$ cat config.mk
export PLATFORM = sky130hd
export DESIGN_NAME = page_zigzag_merge8_flat
export DESIGN_NICKNAME = d
export VERILOG_FILES = /design/src/rtl/page_zigzag_merge8_pkg.sv /design/src/rtl/page_zigzag_merge8_if.sv /design/src/rtl/page_zigzag_merge8_rom.sv /design/src/rtl/page_zigzag_merge8.sv /design/src/flat_wrapper.sv
export SDC_FILE = /design/constraint.sdc
export NUM_CORES = 1
export LEC_CHECK = 0
export BUFFER_PORTS_ARGS = -buffer_cell sky130_fd_sc_hd__buf_2
export CAP_MARGIN = 0
export CORE_ASPECT_RATIO = 1.2
export CORE_MARGIN = 4
export CORE_UTILIZATION = 45
export DETAILED_ROUTE_END_ITERATION = 10
export PLACE_DENSITY = 0.7
export SYNTH_ARGS = -nofsm -noshare
export SYNTH_HDL_FRONTEND = slang
export SYNTH_HIERARCHICAL = 1
export SYNTH_SLANG_ARGS = --single-unit
$ cat constraint.sdc
create_clock -name clock -period 4.6 [get_ports clock]
set_clock_uncertainty 0.15 [all_clocks]
set_input_delay 0 -clock clock [delete_from_list [all_inputs] [get_ports clock]]
set_output_delay 0 -clock clock [all_outputs]
set_load 0.03 [all_outputs]
$ cat src/rtl/page_zigzag_merge8_pkg.sv
// Shared constants, state encoding and the JPEG zigzag scan table for the
// zigzag merge page.
package page_zigzag_merge8_pkg;

    localparam int TOKEN_W = 16;
    localparam int BLK     = 64;

    typedef enum logic [2:0] {
        ST_FILL,
        ST_DRAIN,
        ST_EOSIN,
        ST_EOSOUT,
        ST_DONE
    } state_e;

    // ZZ[k] is the raster index (row*8 + col) of the k-th coefficient in scan order.
    localparam logic [5:0] ZZ [BLK] = '{
        6'd0,  6'd1,  6'd8,  6'd16, 6'd9,  6'd2,  6'd3,  6'd10,
        6'd17, 6'd24, 6'd32, 6'd25, 6'd18, 6'd11, 6'd4,  6'd5,
        6'd12, 6'd19, 6'd26, 6'd33, 6'd40, 6'd48, 6'd41, 6'd34,
        6'd27, 6'd20, 6'd13, 6'd6,  6'd7,  6'd14, 6'd21, 6'd28,
        6'd35, 6'd42, 6'd49, 6'd56, 6'd57, 6'd50, 6'd43, 6'd36,
        6'd29, 6'd22, 6'd15, 6'd23, 6'd30, 6'd37, 6'd44, 6'd51,
        6'd58, 6'd59, 6'd52, 6'd45, 6'd38, 6'd31, 6'd39, 6'd46,
        6'd53, 6'd60, 6'd61, 6'd54, 6'd47, 6'd55, 6'd62, 6'd63
    };

endpackage

$ cat src/rtl/page_zigzag_merge8_if.sv
// Token streams of the zigzag merge page: eight row inputs (index 0 = ruA,
// 7 = ruH) and the single zigzag-ordered output stream chuS.
interface page_zigzag_merge8_if;
    import page_zigzag_merge8_pkg::*;

    logic [7:0][TOKEN_W-1:0] ru_d;
    logic [7:0]              ru_e;
    logic [7:0]              ru_v;
    logic [7:0]              ru_b;
    logic [TOKEN_W-1:0]      chus_d;
    logic                    chus_e;
    logic                    chus_v;
    logic                    chus_b;

    modport slave (
        input  ru_d, ru_e, ru_v, chus_b,
        output ru_b, chus_d, chus_e, chus_v
    );

    modport master (
        output ru_d, ru_e, ru_v, chus_b,
        input  ru_b, chus_d, chus_e, chus_v
    );

endinterface

$ cat src/rtl/page_zigzag_merge8_rom.sv
// Combinational zigzag lookup: scan position to raster buffer index.
module page_zigzag_merge8_rom
    import page_zigzag_merge8_pkg::*;
(
    input  logic [5:0] di_i,
    output logic [5:0] idx_o
);

    assign idx_o = ZZ[di_i];

endmodule

$ cat src/rtl/page_zigzag_merge8.sv
// Gathers one 8x8 block from eight row streams and replays it in JPEG zigzag
// order; end-of-stream is collected from every row before a single eos token.
module page_zigzag_merge8
    import page_zigzag_merge8_pkg::*;
(
    input  logic                 clock,
    input  logic                 reset,
    page_zigzag_merge8_if.slave  bus
);

    state_e               state_q, state_d;
    logic [5:0]           fi_q, fi_d;
    logic [5:0]           di_q, di_d;
    logic [TOKEN_W-1:0]   od_q, od_d;
    logic                 oe_q, oe_d;
    logic                 ov_q, ov_d;
    logic [TOKEN_W-1:0]   buf_q [BLK];

    logic                 wr_en;
    logic [2:0]           sel;
    logic                 sel_v;
    logic                 sel_e;
    logic [TOKEN_W-1:0]   sel_d;
    logic                 out_xfer;
    logic [5:0]           rom_di;
    logic [5:0]           rom_idx;
    logic [7:0]           ru_b_w;

    // In EOSIN fi_q[5:3] doubles as the row whose eos is awaited.
    assign sel      = fi_q[5:3];
    assign sel_v    = bus.ru_v[sel];
    assign sel_e    = bus.ru_e[sel];
    assign sel_d    = bus.ru_d[sel];
    assign out_xfer = ov_q & ~bus.chus_b;

    // Address of the coefficient loaded next: scan position 0 when leaving
    // FILL, otherwise the position after the one currently presented.
    assign rom_di = (state_q == ST_DRAIN) ? di_q + 6'd1 : 6'd0;

    page_zigzag_merge8_rom u_rom (
        .di_i  (rom_di),
        .idx_o (rom_idx)
    );

    always_comb begin
        ru_b_w = '1;
        if (!reset && (state_q == ST_FILL || state_q == ST_EOSIN)) begin
            ru_b_w[sel] = 1'b0;
        end
    end

    assign bus.ru_b   = ru_b_w;
    assign bus.chus_d = od_q;
    assign bus.chus_e = oe_q;
    assign bus.chus_v = ov_q;

    always_comb begin
        state_d = state_q;
        fi_d    = fi_q;
        di_d    = di_q;
        od_d    = od_q;
        oe_d    = oe_q;
        ov_d    = ov_q;
        wr_en   = 1'b0;
        case (state_q)
            ST_FILL: begin
                if (sel_v) begin
                    if (sel_e) begin
                        if (fi_q == 6'd0) begin
                            state_d = ST_EOSIN;
                            fi_d    = 6'd8;
                        end
                    end else begin
                        wr_en = 1'b1;
                        fi_d  = fi_q + 6'd1;
                        if (fi_q == 6'd63) begin
                            state_d = ST_DRAIN;
                            di_d    = 6'd0;
                            ov_d    = 1'b1;
                            oe_d    = 1'b0;
                            od_d    = buf_q[rom_idx];
                        end
                    end
                end
            end
            ST_DRAIN: begin
                if (out_xfer) begin
                    if (di_q == 6'd63) begin
                        state_d = ST_FILL;
                        fi_d    = 6'd0;
                        ov_d    = 1'b0;
                        od_d    = '0;
                    end else begin
                        di_d = di_q + 6'd1;
                        od_d = buf_q[rom_idx];
                    end
                end
            end
            ST_EOSIN: begin
                if (sel_v && sel_e) begin
                    if (sel == 3'd7) begin
                        state_d = ST_EOSOUT;
                        ov_d    = 1'b1;
                        oe_d    = 1'b1;
                        od_d    = '0;
                    end else begin
                        fi_d = fi_q + 6'd8;
                    end
                end
            end
            ST_EOSOUT: begin
                if (out_xfer) begin
                    state_d = ST_DONE;
                    ov_d    = 1'b0;
                    oe_d    = 1'b0;
                end
            end
            default: ;
        endcase
    end

    always_ff @(posedge clock or posedge reset) begin
        if (reset) begin
            state_q <= ST_FILL;
            fi_q    <= 6'd0;
            di_q    <= 6'd0;
            od_q    <= '0;
            oe_q    <= 1'b0;
            ov_q    <= 1'b0;
        end else begin
            state_q <= state_d;
            fi_q    <= fi_d;
            di_q    <= di_d;
            od_q    <= od_d;
            oe_q    <= oe_d;
            ov_q    <= ov_d;
        end
    end

    // Block contents are don't-care after reset, so the buffer has no reset.
    always_ff @(posedge clock) begin
        if (wr_en) begin
            buf_q[fi_q] <= sel_d;
        end
    end

endmodule

$ cat src/flat_wrapper.sv
// flat-port wrapper written by rule: the top's interface ports become plain ports
module page_zigzag_merge8_flat import page_zigzag_merge8_pkg::*;
  (clock, reset, bus_ru_d, bus_ru_e, bus_ru_v, bus_chus_b, bus_ru_b, bus_chus_d, bus_chus_e, bus_chus_v);
  page_zigzag_merge8_if bus_i ();
  input  logic clock;
  input  logic reset;
  input wire logic [$bits(bus_i.ru_d)-1:0] bus_ru_d;
  input wire logic [$bits(bus_i.ru_e)-1:0] bus_ru_e;
  input wire logic [$bits(bus_i.ru_v)-1:0] bus_ru_v;
  input wire logic [$bits(bus_i.chus_b)-1:0] bus_chus_b;
  output wire logic [$bits(bus_i.ru_b)-1:0] bus_ru_b;
  output wire logic [$bits(bus_i.chus_d)-1:0] bus_chus_d;
  output wire logic [$bits(bus_i.chus_e)-1:0] bus_chus_e;
  output wire logic [$bits(bus_i.chus_v)-1:0] bus_chus_v;
  assign bus_i.ru_d = bus_ru_d;
  assign bus_i.ru_e = bus_ru_e;
  assign bus_i.ru_v = bus_ru_v;
  assign bus_i.chus_b = bus_chus_b;
  assign bus_ru_b = bus_i.ru_b;
  assign bus_chus_d = bus_i.chus_d;
  assign bus_chus_e = bus_i.chus_e;
  assign bus_chus_v = bus_i.chus_v;
  page_zigzag_merge8 u_core (.clock(clock), .reset(reset), .bus(bus_i));
endmodule
---- Word level (Yosys, flattened, before mapping) ----
Memories as Yosys holds them, arrays and structs flattened.
Cells that the tools add are included.
word-level totals
  memories ................................ 2
  RAM bits ................................ 1024
  register bits ........................... 33
  input port bits ......................... 147
  memory bits (read-only) ................. 384
cells by class
  equal/unequal tests ..................... 18
  reductions and logical operators ........ 17
  bitwise gates (word level) .............. 4
  $lt $le $gt $ge ......................... 3
  mux-type cells .......................... 62
  $add $sub $neg .......................... 3
memories
  name              depth  width  rd ports  clocked after Yosys merged registers in  write ports  RTL line                     source
  u_core.buf_q      64     16     1         0                                        1            page_zigzag_merge8.sv:17     logic [TOKEN_W-1:0] buf_q [BLK];
  (name not given)  64     6      1         0                                        0            page_zigzag_merge8_rom.sv:9  assign idx_o = ZZ[di_i];
operator list
  operator                                                   count
  2-to-1 mux 16 bit                                          8
  2-to-1 mux 6 bit                                           15
  binary-select mux 16 bit (select 3 bit)                    1
  case mux 16 bit (3 select lines)                           1
  2-to-1 mux 3 bit                                           9
  AND reduction 7 bit                                        3
  2-to-1 mux 1 bit                                           19
  case mux 6 bit (3 select lines)                            1
  AND reduction 9 bit                                        2
  inequality test 2 bit (second input constant)              7
  adder 6 x 1 -> 6 bit (second input constant)               2
  == test 6 bit (second input constant)                      2
  case mux 3 bit (4 select lines)                            1
  case mux 6 bit (2 select lines)                            1
  2-to-1 mux 8 bit                                           1
  inverter 8 bit                                             1
  greater-or-equal comparator 7 bit (second input constant)  1
  inverter 6 -> 7 bit                                        1
  adder 6 x 4 -> 6 bit (second input constant)               1
  binary-select mux 1 bit (select 3 bit)                     2
  == test 3 x 2 -> 1 bit (second input constant)             2
  zero test 6 bit                                            1
  inequality test 2 x 1 -> 1 bit (second input constant)     3
  AND reduction 6 bit                                        1
  18 further kinds                                           21

---- Depth between registers and ports, before layout ----
An unclocked memory read counts as a cell.
  word-level depth ........................ 11
  mapped depth ............................ 20

---- By module ----
Netlist, hierarchy kept.
by module, submodules not included
  module                  area an instance (um^2)  cells each  instances
  page_zigzag_merge8      41976.5                  2308        1
  page_zigzag_merge8_rom  797.0                    108         1

---- Least setup slack after synthesis ----
No wires, ideal clock.
  path type ............................... register -> register
  start point ............................. register u_core.state_q[0]
  end point ............................... register u_core.od_q[12], in the netlist u_core/bus.chus_d[12]
  arrival ................................. 4.655 ns
  clock period less this slack ............ 4.929 ns
  stages on the path, launching flop included .. 19
  path slack .............................. -0.329 ns
  path buffers ............................ 5
  path through ............................ dfrtp_1 > clkbuf_1 > clkbuf_1 > nand2_1 > nor2_1 > buf_2 > inv_1 > ha_1 > mux2i_1 > mux2i_1 > a221oi_1 > a311oi_1 > buf_2 > buf_1 > mux4_2 > a22oi_1 > nand4_1 > nor3_1 > o2bb2ai_1
on the way
  longest elaborated chain between the ends .. 11
RTL lines
  item                                       RTL line                                            source
  start: declaration                         page_zigzag_merge8.sv:11                            state_e state_q, state_d;
  start signal: assignment                   page_zigzag_merge8.sv:131                           state_q <= state_d;
  == test 3 x 1 -> 1 bit                     page_zigzag_merge8.sv:38, page_zigzag_merge8.sv:65
  2-to-1 mux 6 bit                           page_zigzag_merge8.sv:38                            assign rom_di = (state_q == ST_DRAIN) ? di_q + 6'd1 : 6'd0;
  inverter 6 -> 7 bit (not written as such)  page_zigzag_merge8_rom.sv:9
  memory read (64 x 6 bit)                   n/a
  2-to-1 mux 6 bit (2 in series)             n/a
  memory read (64 x 16 bit)                  n/a
  2-to-1 mux 16 bit                          page_zigzag_merge8.sv:76                            if (fi_q == 6'd63) begin
  2-to-1 mux 16 bit                          page_zigzag_merge8.sv:68                            if (sel_e) begin
  2-to-1 mux 16 bit                          page_zigzag_merge8.sv:67                            if (sel_v) begin
  case mux 16 bit (3 select lines)           page_zigzag_merge8.sv:65                            case (state_q)
  end signal: assignment                     page_zigzag_merge8.sv:127                           od_q <= '0;
  end signal: assignment                     page_zigzag_merge8.sv:134                           od_q <= od_d;
  end: declaration                           page_zigzag_merge8.sv:14                            logic [TOKEN_W-1:0] od_q, od_d;
Parallel ways exist; a longest one is shown, timed or not. The select of a mux whose other input is x is not followed.
A chain may end at the register's enable or synchronous reset.

---- Worst setup path after layout ----
  start point ............................. register u_core.di_q[0]
  end point ............................... register u_core.od_q[1], in the netlist u_core/bus.chus_d[1]
on the way
  longest elaborated chain between the ends .. 11
RTL lines
  item                                       RTL line                     source
  start: declaration                         page_zigzag_merge8.sv:13     logic [5:0] di_q, di_d;
  start signal: assignment                   page_zigzag_merge8.sv:133    di_q <= di_d;
  adder 6 x 1 -> 6 bit                       page_zigzag_merge8.sv:38
  2-to-1 mux 6 bit                           page_zigzag_merge8.sv:38
  inverter 6 -> 7 bit (not written as such)  page_zigzag_merge8_rom.sv:9
  memory read (64 x 6 bit)                   n/a
  2-to-1 mux 6 bit (2 in series)             n/a
  memory read (64 x 16 bit)                  n/a
  2-to-1 mux 16 bit                          page_zigzag_merge8.sv:76
  2-to-1 mux 16 bit                          page_zigzag_merge8.sv:68
  2-to-1 mux 16 bit                          page_zigzag_merge8.sv:67
  case mux 16 bit (3 select lines) (*)       page_zigzag_merge8.sv:65
Every way passes the cells marked *; elsewhere a longest branch is shown, timed or not. The select of a mux whose other input is x is not followed.

==> flow_metrics.tcl <==
set metrics [dict create \
    outcome "completed" \
    synth_area_leader_cell "edfxtp_1" \
    portBuffers 172 \
    synth_fa_ha_area_frac 0.00527 \
    synth_top_area_frac 0.719 \
    dieHeight_um 346 \
    syn_nets 2581 \
    synth_warnings 6 \
    ir_drop_mv 0.316 \
    yosys.area_share.simple 0.0386 \
    finalCritPeriodShare 0.999 \
    path_max_fanout 10 \
    required_ps 4990 \
    drt-initial-drc-count 3034 \
    vias 24900 \
    synth_compound_area_frac 0.0659 \
    io_pins 173 \
    worst_hold_path_type "input port to flip-flop" \
    syn_avg_cell_area_um2 17.7 \
    powerDensity_nw_per_um2 371 \
    seq_area_frac_synth 0.738 \
    clockBufferDepth 3 \
    synth_edf_count 1024 \
    synth_area_leaders "edfxtp_1 72%, mux2i_1 8.1%, mux4_2 5.1%" \
    synthCells 2416 \
    rows 123 \
    fp.dieArea_um2 100000 \
    synth_cell_types 73 \
    h-tree-depth 3 \
    final_nets 2932 \
    clkLatencyLatePin_ps 670 \
    yosysMostFrequentCell "edfxtp_1" \
    synth_mux_area_frac 0.135 \
    drive_gt1_frac 0.241 \
    finalHoldViolCount 0 \
    cts_tree "done" \
    finalSetupViolCount 0 \
    cts_sinks 1057 \
    synth_top_family_by_area "multiplexers" \
    overflow 0 \
    drv_cap 0 \
    wl_per_cell_um 27.7 \
    finalCriticalPeriod_ps 4600 \
    final_area_um2 50000 \
    cts_made_buffers 97 \
    globalRouteTotalUtil 0.221 \
    synth_seq_cells 1057 \
    dieWidth_um 289 \
    drv_slew 0 \
    core_um2 94000 \
    grt_pass1_wl_mm 164 \
    ys.flop_type "edfxtp_1" \
    grt_max_degree 65 \
    dp_slack_ps -266 \
    ant_nets 0 \
    fmax_ghz 0.218 \
    slew_headroom 0.238 \
    postPlaceCellArea_um2 46400 \
    routed_wirelength_mm 114 \
    grt_antenna_before_repair 6 \
    synth_xor_area_frac 0.000819 \
    worst_pin_slew_ps 1130 \
    hpwlAfterDp_mm 70.7 \
    avgViaCountPerCell 6.07 \
    drt-pass1-iter-count 8 \
    clk_pin_slew_worst_paths_ps 70 \
    start_util 0.455 \
    synth.cells.most_frequent "1024 x edfxtp_1, 345 x mux2i_1, 255 x a22oi_1" \
    grt_pass1_vias 24600 \
    n_antenna_cell 0 \
    start_kind "flip-flop" \
    async_reset_ff_frac 0.0312 \
    area_growth_pct 16.9 \
    cts-root-buf "clkbuf_16" \
    setup_ws_ps 4.05 \
    fillers 7177 \
    remaining_drc_errors 0 \
    endpoint_kind "flip-flop" \
    p_leak_nw 15.7 \
    critPathArrivalTime_ps 4990 \
    gp_congestion 0.894 \
    netlist_area_um2 42800 \
    path_class "flip-flop to flip-flop" \
]
-- worst paths after layout --
kind	start	endpoint	slack [ps]	cells past startpoint
worst max-delay path	u_core/di_q[0]	u_core/bus.chus_d[1]	4	15
worst max register to register	u_core/di_q[0]	u_core/bus.chus_d[1]	4	15
worst min-delay path	bus_ru_e[5]	u_core/state_q[1]	50	6
max in group asynchronous	reset	u_core/bus.chus_d[6]	3390	5
min in group asynchronous	reset	u_core/bus.chus_e	450	5
worst min register to register	u_core/di_q[1]	u_core/di_q[1]	430	1
-- cell type report --
cell class,count,area (um^2),share of cell area
timing repair buffer,402,3060,0.0612
multi-input combinational,1190,10700,0.214
sequential,1057,31600,0.632
tap,1250,1560,0.0313
clock buffer,122,2530,0.0506
clock inverter,59,514,0.0103
inverter,19,71.3,0.00143
-- worst max-delay path: stages (launching register included) --
cell	delay, ps
dfrtp_1	420
ha_2	300
and3_4	180
buf_6	140
ha_1	190
mux2_4	260
mux2i_1	170
a221oi_2	110
a311oi_4	360
buf_12	220
buf_16	150
mux4_2	500
a22oi_2	350
nand4_1	500
nor3_2	340
o2bb2ai_1	100
-- logic make-up (layout without fill, tap and decap cells) --
kind of cell               Yosys count  count (layout)
adders and majority gates           18              18
buffers and inverters              169             602
xor gates and xnor gates             4               4
DFF                               1057            1057
and+or+nand+nor                    338             338
AOI/OAI and AO/OA                  378             378
muxes                              452             452
-- power by group --
group          internal, mW  leakage, nW  total, mW  switching (mW)
sequential             10.6         9.61       10.6        0.000464
combinational        0.0685         4.58      0.284           0.216
clock                  4.22         1.49       7.71            3.48
total                  14.8         15.7       18.5            3.70
-- per-stage QoR --
step | TNS [ps] | hold slack, ps | instances | power, mW | util
6_report | 0 | 50.8 | 4099 | 18.5 | 0.532
5_1_grt | -70.1 | 135 | 4099 | 19.1 | 0.532
4_1_cts | 0 | 1.69 | 4076 | 18.7 | 0.528
3_5_place_dp | -501 | 38.0 | 3887 | 11.0 | 0.494
3_3_place_gp | -468 | 30.6 | 3887 | 11.0 | 0.494
2_1_floorplan | 0 | -21.1 | 2416 | 10.9 | -
-- what timing repair did --
| action | 4_1_cts | 5_1_grt |
|---|---|---|
| hold buffers | 8 | 0 |
| cloned | 0 | 6 |
| setup buffers | 0 | 18 |
| gates resized for setup | 8 | 27 |
| endpoints found under the setup margin | 3 | 34 |
| pin swaps | 3 | 13 |
| hold endpoints to repair | 47 | 0 |
-- sequential cells by signal, summed over array words and instances (netlist names) --
signal	count
u_core/bus.chus_e	1
u_core/di_q	6
u_core/bus.chus_d	16
u_core/fi_q	6
u_core/buf_q	1024
u_core/state_q	3
u_core/bus.chus_v	1
-- layer usage --
metal | global-route usage | vias up | routed length (um)
met2 | 0.369 | 1275 | 56200
met5 | 0 | - | 13
li1 | - | 10600 | -
met1 | 0.287 | 12800 | 41800
met3 | 0.0355 | 250 | 9810
met4 | 0.0980 | 2 | 5650
-- cell usage in the layout, fill, tap and decap left out, drive strengths merged, types with 33 or more instances in the layout --
master and n:
buf 388, clkbuf 128, edfxtp 1024, mux4 97, nor2 104, nand3 74
dfrtp 33, nand2 55, clkinv 49, a22oi 255, mux2i 345, nand4 35
No activity file was read; power rests on OpenSTA's default activity.
